`src/rtl/keypad_collector.sv`:
```
// 4x4 keypad scanner/debouncer that assembles digits into a 20-nibble packet with submit/exit/timeout codes.
// Optional inactivity timeout (all-E packet) is built only when KEYPAD_TIMEOUT_EN is defined.
typedef logic [19:0][3:0] senhaPac_t;

module keypad_collector #(
  parameter int unsigned SCAN_CYCLES     = 1000,
  parameter int unsigned DEBOUNCE_CYCLES = 100000,
  parameter int unsigned TIMEOUT_CYCLES  = 500000000
) (
  input  logic       clk,
  input  logic       rst,
  input  logic       enable,
  input  logic [3:0] col_matrix,
  output logic [3:0] lin_matrix,
  output senhaPac_t  digitos_value,
  output logic       digitos_valid,
  output logic       key_pressed
);

  if (SCAN_CYCLES < 1 || DEBOUNCE_CYCLES < 1 || TIMEOUT_CYCLES < 1) begin : g_bad_param
    $error("keypad_collector: cycle parameters must be at least 1");
  end

  localparam int SCAN_W = $clog2(SCAN_CYCLES + 1);
  localparam int DEB_W  = $clog2(DEBOUNCE_CYCLES + 1);
  localparam logic [SCAN_W-1:0] SCAN_LAST = SCAN_W'(SCAN_CYCLES - 1);
  localparam logic [DEB_W-1:0]  DEB_LAST  = DEB_W'(DEBOUNCE_CYCLES - 1);
  localparam senhaPac_t PKT_EMPTY = {20{4'hF}};
  localparam senhaPac_t PKT_EXIT  = {20{4'hB}};

  typedef enum logic [2:0] {SCAN, DEB_PRESS, PRESSED, WAIT_REL, DEB_REL} state_t;

  state_t            state_q, state_d;
  logic [1:0]        ri_q, ri_d, ci_q, ci_d;
  logic [SCAN_W-1:0] scan_cnt_q, scan_cnt_d;
  logic [DEB_W-1:0]  deb_cnt_q, deb_cnt_d;
  senhaPac_t         buf_q, buf_d, pkt, val_q;
  logic [4:0]        cnt_q, cnt_d;
  logic              valid_q, valid_d, key_q, key_d;
  logic [3:0]        lin_q;
  logic [3:0]        code;
  logic              col_hi;

`ifdef KEYPAD_TIMEOUT_EN
  localparam int TMR_W = $clog2(TIMEOUT_CYCLES + 1);
  localparam logic [TMR_W-1:0] TMR_LAST = TMR_W'(TIMEOUT_CYCLES - 1);
  logic [TMR_W-1:0] tmr_q, tmr_d;
`endif

  // Key code: 0-9 digits, A-D letters, E = '*', F = '#'.
  function automatic logic [3:0] key_code(input logic [1:0] r, input logic [1:0] c);
    case ({r, c})
      4'b00_00: key_code = 4'h1;
      4'b00_01: key_code = 4'h2;
      4'b00_10: key_code = 4'h3;
      4'b00_11: key_code = 4'hA;
      4'b01_00: key_code = 4'h4;
      4'b01_01: key_code = 4'h5;
      4'b01_10: key_code = 4'h6;
      4'b01_11: key_code = 4'hB;
      4'b10_00: key_code = 4'h7;
      4'b10_01: key_code = 4'h8;
      4'b10_10: key_code = 4'h9;
      4'b10_11: key_code = 4'hC;
      4'b11_00: key_code = 4'hE;
      4'b11_01: key_code = 4'h0;
      4'b11_10: key_code = 4'hF;
      default:  key_code = 4'hD;
    endcase
  endfunction

  function automatic logic [1:0] low_col(input logic [3:0] col);
    if (!col[0])      low_col = 2'd0;
    else if (!col[1]) low_col = 2'd1;
    else if (!col[2]) low_col = 2'd2;
    else              low_col = 2'd3;
  endfunction

  always_comb begin
    state_d    = state_q;
    ri_d       = ri_q;
    ci_d       = ci_q;
    scan_cnt_d = scan_cnt_q;
    deb_cnt_d  = deb_cnt_q;
    col_hi     = col_matrix[ci_q];
    if (!enable) begin
      state_d    = SCAN;
      ri_d       = 2'd0;
      scan_cnt_d = '0;
      deb_cnt_d  = '0;
    end else begin
      case (state_q)
        SCAN: begin
          if (col_matrix != 4'hF) begin
            state_d    = DEB_PRESS;
            ci_d       = low_col(col_matrix);
            scan_cnt_d = '0;
            deb_cnt_d  = '0;
          end else if (scan_cnt_q >= SCAN_LAST) begin
            ri_d       = ri_q + 2'd1;
            scan_cnt_d = '0;
          end else begin
            scan_cnt_d = scan_cnt_q + 1'b1;
          end
        end
        DEB_PRESS: begin
          if (col_hi) begin
            state_d    = SCAN;
            scan_cnt_d = '0;
          end else if (deb_cnt_q >= DEB_LAST) begin
            state_d = PRESSED;
          end else begin
            deb_cnt_d = deb_cnt_q + 1'b1;
          end
        end
        PRESSED: state_d = WAIT_REL;
        WAIT_REL: begin
          if (col_hi) begin
            state_d   = DEB_REL;
            deb_cnt_d = '0;
          end
        end
        DEB_REL: begin
          if (!col_hi) begin
            state_d = WAIT_REL;
          end else if (deb_cnt_q >= DEB_LAST) begin
            state_d    = SCAN;
            scan_cnt_d = '0;
          end else begin
            deb_cnt_d = deb_cnt_q + 1'b1;
          end
        end
        default: state_d = SCAN;
      endcase
    end
  end

  // Entry buffer, packet selection and (optionally) the inactivity timer.
  always_comb begin
    buf_d   = buf_q;
    cnt_d   = cnt_q;
    key_d   = 1'b0;
    valid_d = 1'b0;
    pkt     = buf_q;
    code    = key_code(ri_q, ci_q);
    if (!enable) begin
      buf_d = PKT_EMPTY;
      cnt_d = 5'd0;
    end else if (state_q == PRESSED) begin
      key_d = 1'b1;
      if (code <= 4'h9) begin
        buf_d = {buf_q[18:0], code};
        if (cnt_q < 5'd20) cnt_d = cnt_q + 5'd1;
      end else if (code == 4'hF) begin
        valid_d = 1'b1;
        pkt     = (cnt_q == 5'd0) ? PKT_EMPTY : buf_q;
        buf_d   = PKT_EMPTY;
        cnt_d   = 5'd0;
      end else if (code == 4'hE) begin
        valid_d = 1'b1;
        pkt     = PKT_EXIT;
        buf_d   = PKT_EMPTY;
        cnt_d   = 5'd0;
      end
    end
`ifdef KEYPAD_TIMEOUT_EN
    else if (cnt_q != 5'd0 && tmr_q >= TMR_LAST) begin
      valid_d = 1'b1;
      pkt     = {20{4'hE}};
      buf_d   = PKT_EMPTY;
      cnt_d   = 5'd0;
    end
    if (!enable || key_d || valid_d || cnt_q == 5'd0) tmr_d = '0;
    else                                              tmr_d = tmr_q + 1'b1;
`endif
  end

  always_ff @(posedge clk) begin
    if (rst) begin
      state_q    <= SCAN;
      ri_q       <= 2'd0;
      ci_q       <= 2'd0;
      scan_cnt_q <= '0;
      deb_cnt_q  <= '0;
      buf_q      <= PKT_EMPTY;
      cnt_q      <= 5'd0;
      valid_q    <= 1'b0;
      key_q      <= 1'b0;
      val_q      <= PKT_EMPTY;
      lin_q      <= 4'hF;
`ifdef KEYPAD_TIMEOUT_EN
      tmr_q      <= '0;
`endif
    end else begin
      state_q    <= state_d;
      ri_q       <= ri_d;
      ci_q       <= ci_d;
      scan_cnt_q <= scan_cnt_d;
      deb_cnt_q  <= deb_cnt_d;
      buf_q      <= buf_d;
      cnt_q      <= cnt_d;
      valid_q    <= valid_d;
      key_q      <= key_d;
      val_q      <= valid_d ? pkt : buf_d;
      lin_q      <= enable ? ~(4'b0001 << ri_d) : 4'hF;
`ifdef KEYPAD_TIMEOUT_EN
      tmr_q      <= tmr_d;
`endif
    end
  end

  assign lin_matrix    = lin_q;
  assign digitos_value = val_q;
  assign digitos_valid = valid_q;
  assign key_pressed   = key_q;

endmodule

```
`config.mk`:
```
export PLATFORM = sky130hd
export DESIGN_NAME = keypad_collector
export DESIGN_NICKNAME = d
export VERILOG_FILES = /design/src/rtl/keypad_collector.sv
export SDC_FILE = /design/constraint.sdc
export NUM_CORES = 1
export LEC_CHECK = 0
export CORE_MARGIN = 2
export CORE_UTILIZATION = 25
export CTS_CLUSTER_SIZE = 8
export DETAILED_ROUTE_END_ITERATION = 8
export HOLD_SLACK_MARGIN = 0.08
export SKIP_LAST_GASP = 1
export SLEW_MARGIN = 20
export SYNTH_ARGS = -nofsm -noshare
export SYNTH_HDL_FRONTEND = slang
export SYNTH_SLANG_ARGS = --single-unit
```
`constraint.sdc`:
```
create_clock -name clk -period 5.1 [get_ports clk]
set_input_delay 1.275 -clock clk [delete_from_list [all_inputs] [get_ports clk]]
set_output_delay 1.275 -clock clk [all_outputs]
set_load 0.02 [all_outputs]
```
# Yosys cells after proc, flatten, opt, wreduce, memory -nomap -nowiden
# Memories as Yosys holds them, arrays and structs flattened.
# Index checks and enable logic that the tools add are counted.
[totals]
wordCells = 139
mem_bits_ro = 64
out_inout_bits = 86
n_memories = 1
input_bits = 7
reg_bits = 205
[mem_list]
columns = ["name", "words", "width", "read_ports", "rd_ports_with_merged_regs", "wr", "line_no", "source"]
rows = [
  ["(no name shown)", 16, 4, 1, 0, 0, "52", "case ({r, c})"],
]
[op_classes]
bitwise = 2
shift = 1
addsub = 4
reduce_logical = 11
order_cmp = 5
muxes = 50
n_eq_ne = 16
[ops]
columns = ["operator", "n"]
rows = [
  ["two-way mux 80 bit", 12],
  ["two-way mux 17 bit", 5],
  ["one-hot mux 17 bit (4 select lines)", 1],
  ["two-way mux 10 bit", 5],
  ["one-hot mux 10 bit (3 select lines)", 1],
  ["two-way mux 5 bit", 4],
  ["two-way mux 3 bit", 6],
  ["adder 17 x 1 -> 17 bit, second input constant", 1],
  ["greater-or-equal comparator 17 bit, second input constant", 1],
  ["one-hot mux 3 bit (5 select lines)", 1],
  ["two-way mux 2 bit", 6],
  ["!= test 2 bit, second input constant", 6],
  ["adder 10 x 1 -> 10 bit, second input constant", 1],
  ["greater-or-equal comparator 10 bit, second input constant", 1],
  ["== test 4 bit, second input constant", 2],
  ["two-way mux 1 bit", 8],
  ["AND reduction 4 bit", 2],
  ["== test 3 x 2 -> 1 bit, second input constant", 2],
  ["!= test 3 bit, second input constant", 2],
  ["AND reduction 3 bit", 2],
  ["nonzero test 3 bit", 2],
  ["adder 5 x 1 -> 5 bit, second input constant", 1],
  ["logical NOT 5 bit", 1],
  ["less-than comparator 5 bit, second input constant", 1],
  ["other kinds (15)", 15],
]

# Logic depth before layout (Yosys ltp)
# Gate-level depths: netlist of the first run.
# An unclocked memory read counts as a cell.
[depth]
word_depth = 8
ltp_mapped = 11
ltp_nobuf = 8

# Least setup slack after synthesis of the first run
# No wires, ideal clock.
[synth_path]
kind = "input-to-reg"
startpoint = "in col_matrix[3]"
endpoint = "reg deb_cnt_q[11]"
path_slack_ns = 1.909
required_time_ns = 5.029
arrival_ns = 3.120
n_path_buf = 0
setup_ns = 0.071
path_stages = 6
path_cell_list = "mux4_2 -> and2_1 -> o21ai_2 -> o21ai_2 -> or4_2 -> a21oi_1"
[synth_via]
elab_chain_cells = 4
word_cells_on_any_way = 8
cone_classes = "5 x eq/ne; 2 x mux; 1 x reduce/logical"
[synth_lines]
columns = ["element", "line_no", "source"]
rows = [
  ["from (decl)", "13", "input logic [3:0] col_matrix,"],
  ["binary-select mux 1 bit (select 2 bit)", "85", "col_hi = col_matrix[ci_q];"],
  ["two-way mux 1 bit (not written as such)", "85", ""],
  ["!= test 2 bit (no source line)", "n/a", ""],
  ["AND reduction 5 bit (no source line) *", "n/a", ""],
  ["to (signal assigned)", "199", "deb_cnt_q <= deb_cnt_d;"],
  ["to (decl)", "36", "logic [DEB_W-1:0] deb_cnt_q, deb_cnt_d;"],
]
# Every way passes the cells marked *; elsewhere a longest branch is shown, timed or not. The select of a mux whose other input is x is not followed.
# A chain may end at the register's enable or synchronous reset.

# Final worst setup path of the first run
[layout_path]
startpoint = "in col_matrix[1]"
endpoint = "reg deb_cnt_q[11]"
# Same word-level chain as after synthesis.

==> results.ini, run 1 <==
[grt]
overflow = 0
grt_pass1_wl_um = 31500
track_usage = 0.116
antenna_found_initial = 0
grt_pass1_vias = 6030
grt_max_degree = 103

[timing]
rsz0062_at_grt = false
fin_tns_setup_ps = 0
finalSetupViolCount = 0
hold_violations = 0
slew_viol_final = 0
post-route-period-util = 0.665
worst_slew_pin_slew_ps = 792
fmax_mhz = 295
skew_ps = 30.0
slew_headroom = 0.472
fin_crit_ps = 3390

[power_and_ir_drop]
combPwrFrac = 0.024
powerDensity_nw_per_um2 = 353
leakage_nw = 3.51
switching_share = 0.212
p_seq_frac = 0.464
power.switching_mw = 0.737
power.internal_mw = 2.73
ir_drop_mv = 0.250
power_frac_clock = 0.512

[cts]
postCtsSetupRepairBufs = 0
clockBufferDepth = 3
clock_latency_ps = 560
cts_tree = built
path_clk_slew_ps = 50
clkSinkCount = 205
cts_buffers = 30
h-tree-depth = 1
hold_buffers = 0
ctsResizeCount = 0
cts_root_buf = clkbuf_16

[worst_hold_path]
min_path_type = reg2reg

[yosys]
yosysWarningCount = 0
async_flop_share = 0
synth_cells = 787
syn-cell-area_um2 = 7690
yosys_register_bits = 205
yosysSeqAreaShare = 0.534
synthDistinctLibCells = 63
syn_nets = 804
synth_edf_count = 0
avgSynthCellArea_um2 = 9.77
synth-main-ff-cell = dfxtp_1

[detailed_routing]
drt-total-wl_um = 19200
drc_errors = 0
viasPerCell = 4.90
drtAntennaViolNets = 0
vias = 6217
drtPass1Iterations = 5
wl_per_cell_um = 15.1
first_iter_violations = 412

[setup_path]
critPathArrivalTime_ps = 3870
critPathLaunchType = primary input
rrSetupSlack_ps = 2010
worstSetupPathType = in2reg
cp-end-kind = flop
crit_fanout = 19
required_ps = 5580

[placed_design]
place_area_um2 = 8960
io_buffers = 92
dp_hpwl_um = 12100
place_congestion = 0.807

[cells_and_area]
postLayoutCellArea_um2 = 9840
syn2layout_area_growth_pct = 27.9
layout-drive-gt1-share = 0.0814
seq_area_um2 = 4100
final_common_cell = dfxtp_1
fillers = 3164
multi_input_area_um2 = 3330
antenna_cells = 0
fin_util = 0.323
most-common-layout-cells = dfxtp_1, nand2_1, clkdlybuf4s50_1, o22a_1, nor2_1
nNetsFinal = 885

[run_status]
outcome = finished, final reports clean

[die]
start_util = 0.253
ioPinCount = 93
dieHeight_um = 179
core_um2 = 30400
die_x_um = 179
die-area_um2 = 32200
rows = 64

[run]
drv_cap = 0

## flip-flops by register name, indices dropped and copies added (netlist names)
name and cells:
buf_q 80, digitos_value 80, deb_cnt_q 17, scan_cnt_q 10
cnt_q 5, lin_matrix 4, state_q 3, ci_q 2
ri_q 2, digitos_valid 1, key_pressed 1
## per-layer routing
metal  wire (µm)  track usage  vias to the layer above
met5           0            0                        -
met3        1310       0.0344                       38
met4         562       0.0377                        0
li1            -            -                     3044
met2        8440        0.185                      168
met1        8900        0.150                     2967
## power by group through the flow
stage | sequential, mW | combinational [mW] | clock (mW)
6_report | 1.61 | 0.0836 | 1.78
5_1_grt | 1.61 | 0.0921 | 1.89
3_5_place_dp | 1.64 | 0.0834 | 0
3_3_place_gp | 1.64 | 0.0820 | 0
2_1_floorplan | 1.64 | 0.0599 | 0
4_1_cts | 1.61 | 0.0835 | 1.83
## cell usage after synthesis (all sizes together), types with 5 or more instances
cell,n,share of area
buf,24,0.017
a21oi,36,0.024
nand2b,8,0.0065
nand3,45,0.029
and3,7,0.0057
nor3,14,0.0091
clkbuf,29,0.014
nand2,97,0.048
dfxtp,205,0.53
mux2i,5,0.0065
ha,10,0.016
o211ai,6,0.0059
xor2,5,0.0057
and4,6,0.0068
a221o,8,0.010
or4,8,0.0080
or3,6,0.0055
o21a,8,0.0078
o22ai,16,0.013
nor2,54,0.026
o221a,7,0.010
o22a,85,0.097
inv,13,0.0063
o21ai,21,0.015
nand4,7,0.0057
o31ai,5,0.0049
## kinds of logic (layout without fill, tap and decap cells)
group	after synthesis	in the layout	synth area share
DFF	205	205	0.534
AOI/OAI and AO/OA	219	219	0.217
buffers and inverters	67	152	0.0389
muxes	8	8	0.0138
xor gates and xnor gates	8	8	0.00911
and+or+nand+nor	270	270	0.171
adders and majority gates	10	10	0.0163
## area by class of cell
class                           instances  area share
Sequential cell                       205       0.417
Multi-Input combinational cell        515       0.338
Timing Repair Buffer                  103       0.104
Clock buffer                           33      0.0785
Tap cell                              396      0.0504
Clock inverter                          3     0.00661
Inverter                               13     0.00496
## worst paths after layout
check	endpoint	depth (start not counted)	startpoint
max reg2reg	buf_q[0]$_SDFF_PP1_	8	ci_q[0]$_SDFFE_PP0P_
max	deb_cnt_q[11]$_SDFFE_PP0P_	7	col_matrix[1]
min	digitos_value[76]$_SDFF_PP1_	1	buf_q[76]$_SDFF_PP1_
min reg2reg	digitos_value[76]$_SDFF_PP1_	1	buf_q[76]$_SDFF_PP1_
## per-stage QoR
| stage | std cells | hold slack [ps] | power (mW) | setup slack, ps |
|---|---|---|---|---|
| global placement | 1231 | 444 | 1.72 | 1180 |
| detailed placement | 1231 | 453 | 1.73 | 1160 |
| floorplan | 787 | 437 | 1.70 | 1910 |
| finish | 1268 | 466 | 3.47 | 1710 |
| CTS | 1267 | 469 | 3.52 | 1730 |
| global route | 1268 | 488 | 3.60 | 1580 |
## critical path, cell delays in order
cell             delay, ps
clkdlybuf4s50_1        460
mux4_2                 580
and2_1                 230
o21ai_2                240
o21ai_2                240
or4_2                  690
a21oi_1                150
Note: power is estimated with default switching activity, not from simulation.
==> inputs of run 2 (changes only) <==
- clock period: 5.1 -> 3 ns (I/O delays scaled with it)
==> results.ini, run 2 (synthesized netlist as in run 1, its figures left out) <==
[run_status]
outcome = finished, final reports clean

[cells_and_area]
nNetsFinal = 910
postLayoutCellArea_um2 = 10000
syn2layout_area_growth_pct = 29.9
final_common_cell = dfxtp_1
layout-drive-gt1-share = 0.107
antenna_cells = 0
most-common-layout-cells = dfxtp_1, nand2_1, clkdlybuf4s50_1, o22a_1, nor2_1

[cts]
clkSinkCount = 205
clockBufferDepth = 3
path_clk_slew_ps = 50
hold_buffers = 0
clock_latency_ps = 540
ctsResizeCount = 0
postCtsSetupRepairBufs = 0
cts_tree = built
h-tree-depth = 1
cts_root_buf = clkbuf_16
cts_buffers = 30

[die]
die-area_um2 = 32200
start_util = 0.253
dieHeight_um = 179
core_um2 = 30400
ioPinCount = 93
rows = 64
die_x_um = 179

[placed_design]
place_congestion = 0.758
io_buffers = 92
dp_hpwl_um = 12400
place_area_um2 = 9190

[power_and_ir_drop]
power_frac_clock = 0.503
p_seq_frac = 0.468
switching_share = 0.214
leakage_nw = 3.62
power.internal_mw = 4.60
power.switching_mw = 1.25
ir_drop_mv = 0.388
combPwrFrac = 0.028
power_mw = 5.85
powerDensity_nw_per_um2 = 585

[grt]
grt_max_degree = 81
grt_pass1_wl_um = 30900
overflow = 0
antenna_found_initial = 0
grt_pass1_vias = 6016
track_usage = 0.114

[setup_path]
crit_fanout = 9
rrSetupSlack_ps = 300
required_ps = 3410
critPathLaunchType = flop
crit_slowest_cell = mux4_2
worstSetupPathType = reg2reg
cp-end-kind = flop
critPathMaxStageDelay_ps = 590
critPathArrivalTime_ps = 3110
path_cells = inv_1 > ha_1 > mux4_2 > nor2_1 > nand3_1 > o21a_1 > a221o_1

[detailed_routing]
first_iter_violations = 433
drc_errors = 0
drtAntennaViolNets = 0
viasPerCell = 4.78
vias = 6171
drtPass1Iterations = 4
wl_per_cell_um = 14.6
drt-total-wl_um = 18800

[worst_hold_path]
min_path_type = reg2reg

[timing]
skew_ps = 18.7
worst_slew_pin_slew_ps = 651
finalSetupViolCount = 0
fmax_mhz = 371
slew_headroom = 0.553
post-route-period-util = 0.898
rsz0062_at_grt = false
fin_crit_ps = 2700
slew_viol_final = 0
hold_violations = 0

[run]
drv_cap = 0

run 2: cell count changes in the layout (fill, tap and decap cells not counted), sizes merged:
cell,before,now
buf,11,36
bufinv,1,0
run 2: final timing paths:
| kind | cells after the start | endpoint | from |
|---|---|---|---|
| hold reg to reg | 1 | digitos_value[76]$_SDFF_PP1_ | buf_q[76]$_SDFF_PP1_ |
| setup / recovery | 7 | digitos_value[64]$_SDFF_PP1_ | ci_q[0]$_SDFFE_PP0P_ |
| hold / removal | 1 | digitos_value[76]$_SDFF_PP1_ | buf_q[76]$_SDFF_PP1_ |
| setup reg to reg | 7 | digitos_value[64]$_SDFF_PP1_ | ci_q[0]$_SDFFE_PP0P_ |
run 2: metrics by stage:
step,TNS [ps],hold WS (ps),cells,utilization,setup WS [ps]
2_1_floorplan,0,437,787,-,334
3_3_place_gp,-40.4,445,1257,0.302,-14.0
3_5_place_dp,-234,453,1257,0.302,-64.5
4_1_cts,0,465,1292,0.328,267
5_1_grt,0,469,1292,0.328,103
6_report,0,461,1292,0.328,305
run 2: per-layer routing:
metal	vias up	global-route usage	wire length (µm)
met5	-	0	0
met4	0	0.0439	620
met3	40	0.0306	1020
met2	121	0.185	8370
met1	2922	0.143	8800
li1	3088	-	-
run 2: cell type report:
cell class                      count  area, µm²
Fill cell                        3116      20400
Sequential cell                   205       4100
Multi-Input combinational cell    515       3310
Timing Repair Buffer              128       1230
Clock buffer                       33        782
Tap cell                          396        495
Inverter                           13       48.8
Clock inverter                      2       25.0
run 2: power by group through the flow:
| stage | Clock [mW] | Sequential, mW | Combinational (mW) |
|---|---|---|---|
| 6_report | 2.94 | 2.74 | 0.166 |
| 4_1_cts | 3.05 | 2.74 | 0.168 |
| 3_5_place_dp | 0 | 2.79 | 0.167 |
| 2_1_floorplan | 0 | 2.79 | 0.102 |
| 5_1_grt | 3.14 | 2.73 | 0.182 |
| 3_3_place_gp | 0 | 2.79 | 0.164 |
run 2: worst max-delay path, delay by kind of cell (launching register included):
family          cells  cell delay (ps)
fa+ha+maj           1              230
simple gates        2              490
mux                 1              590
flops               1              450
buf+inv             1              100
compound gates      2              690
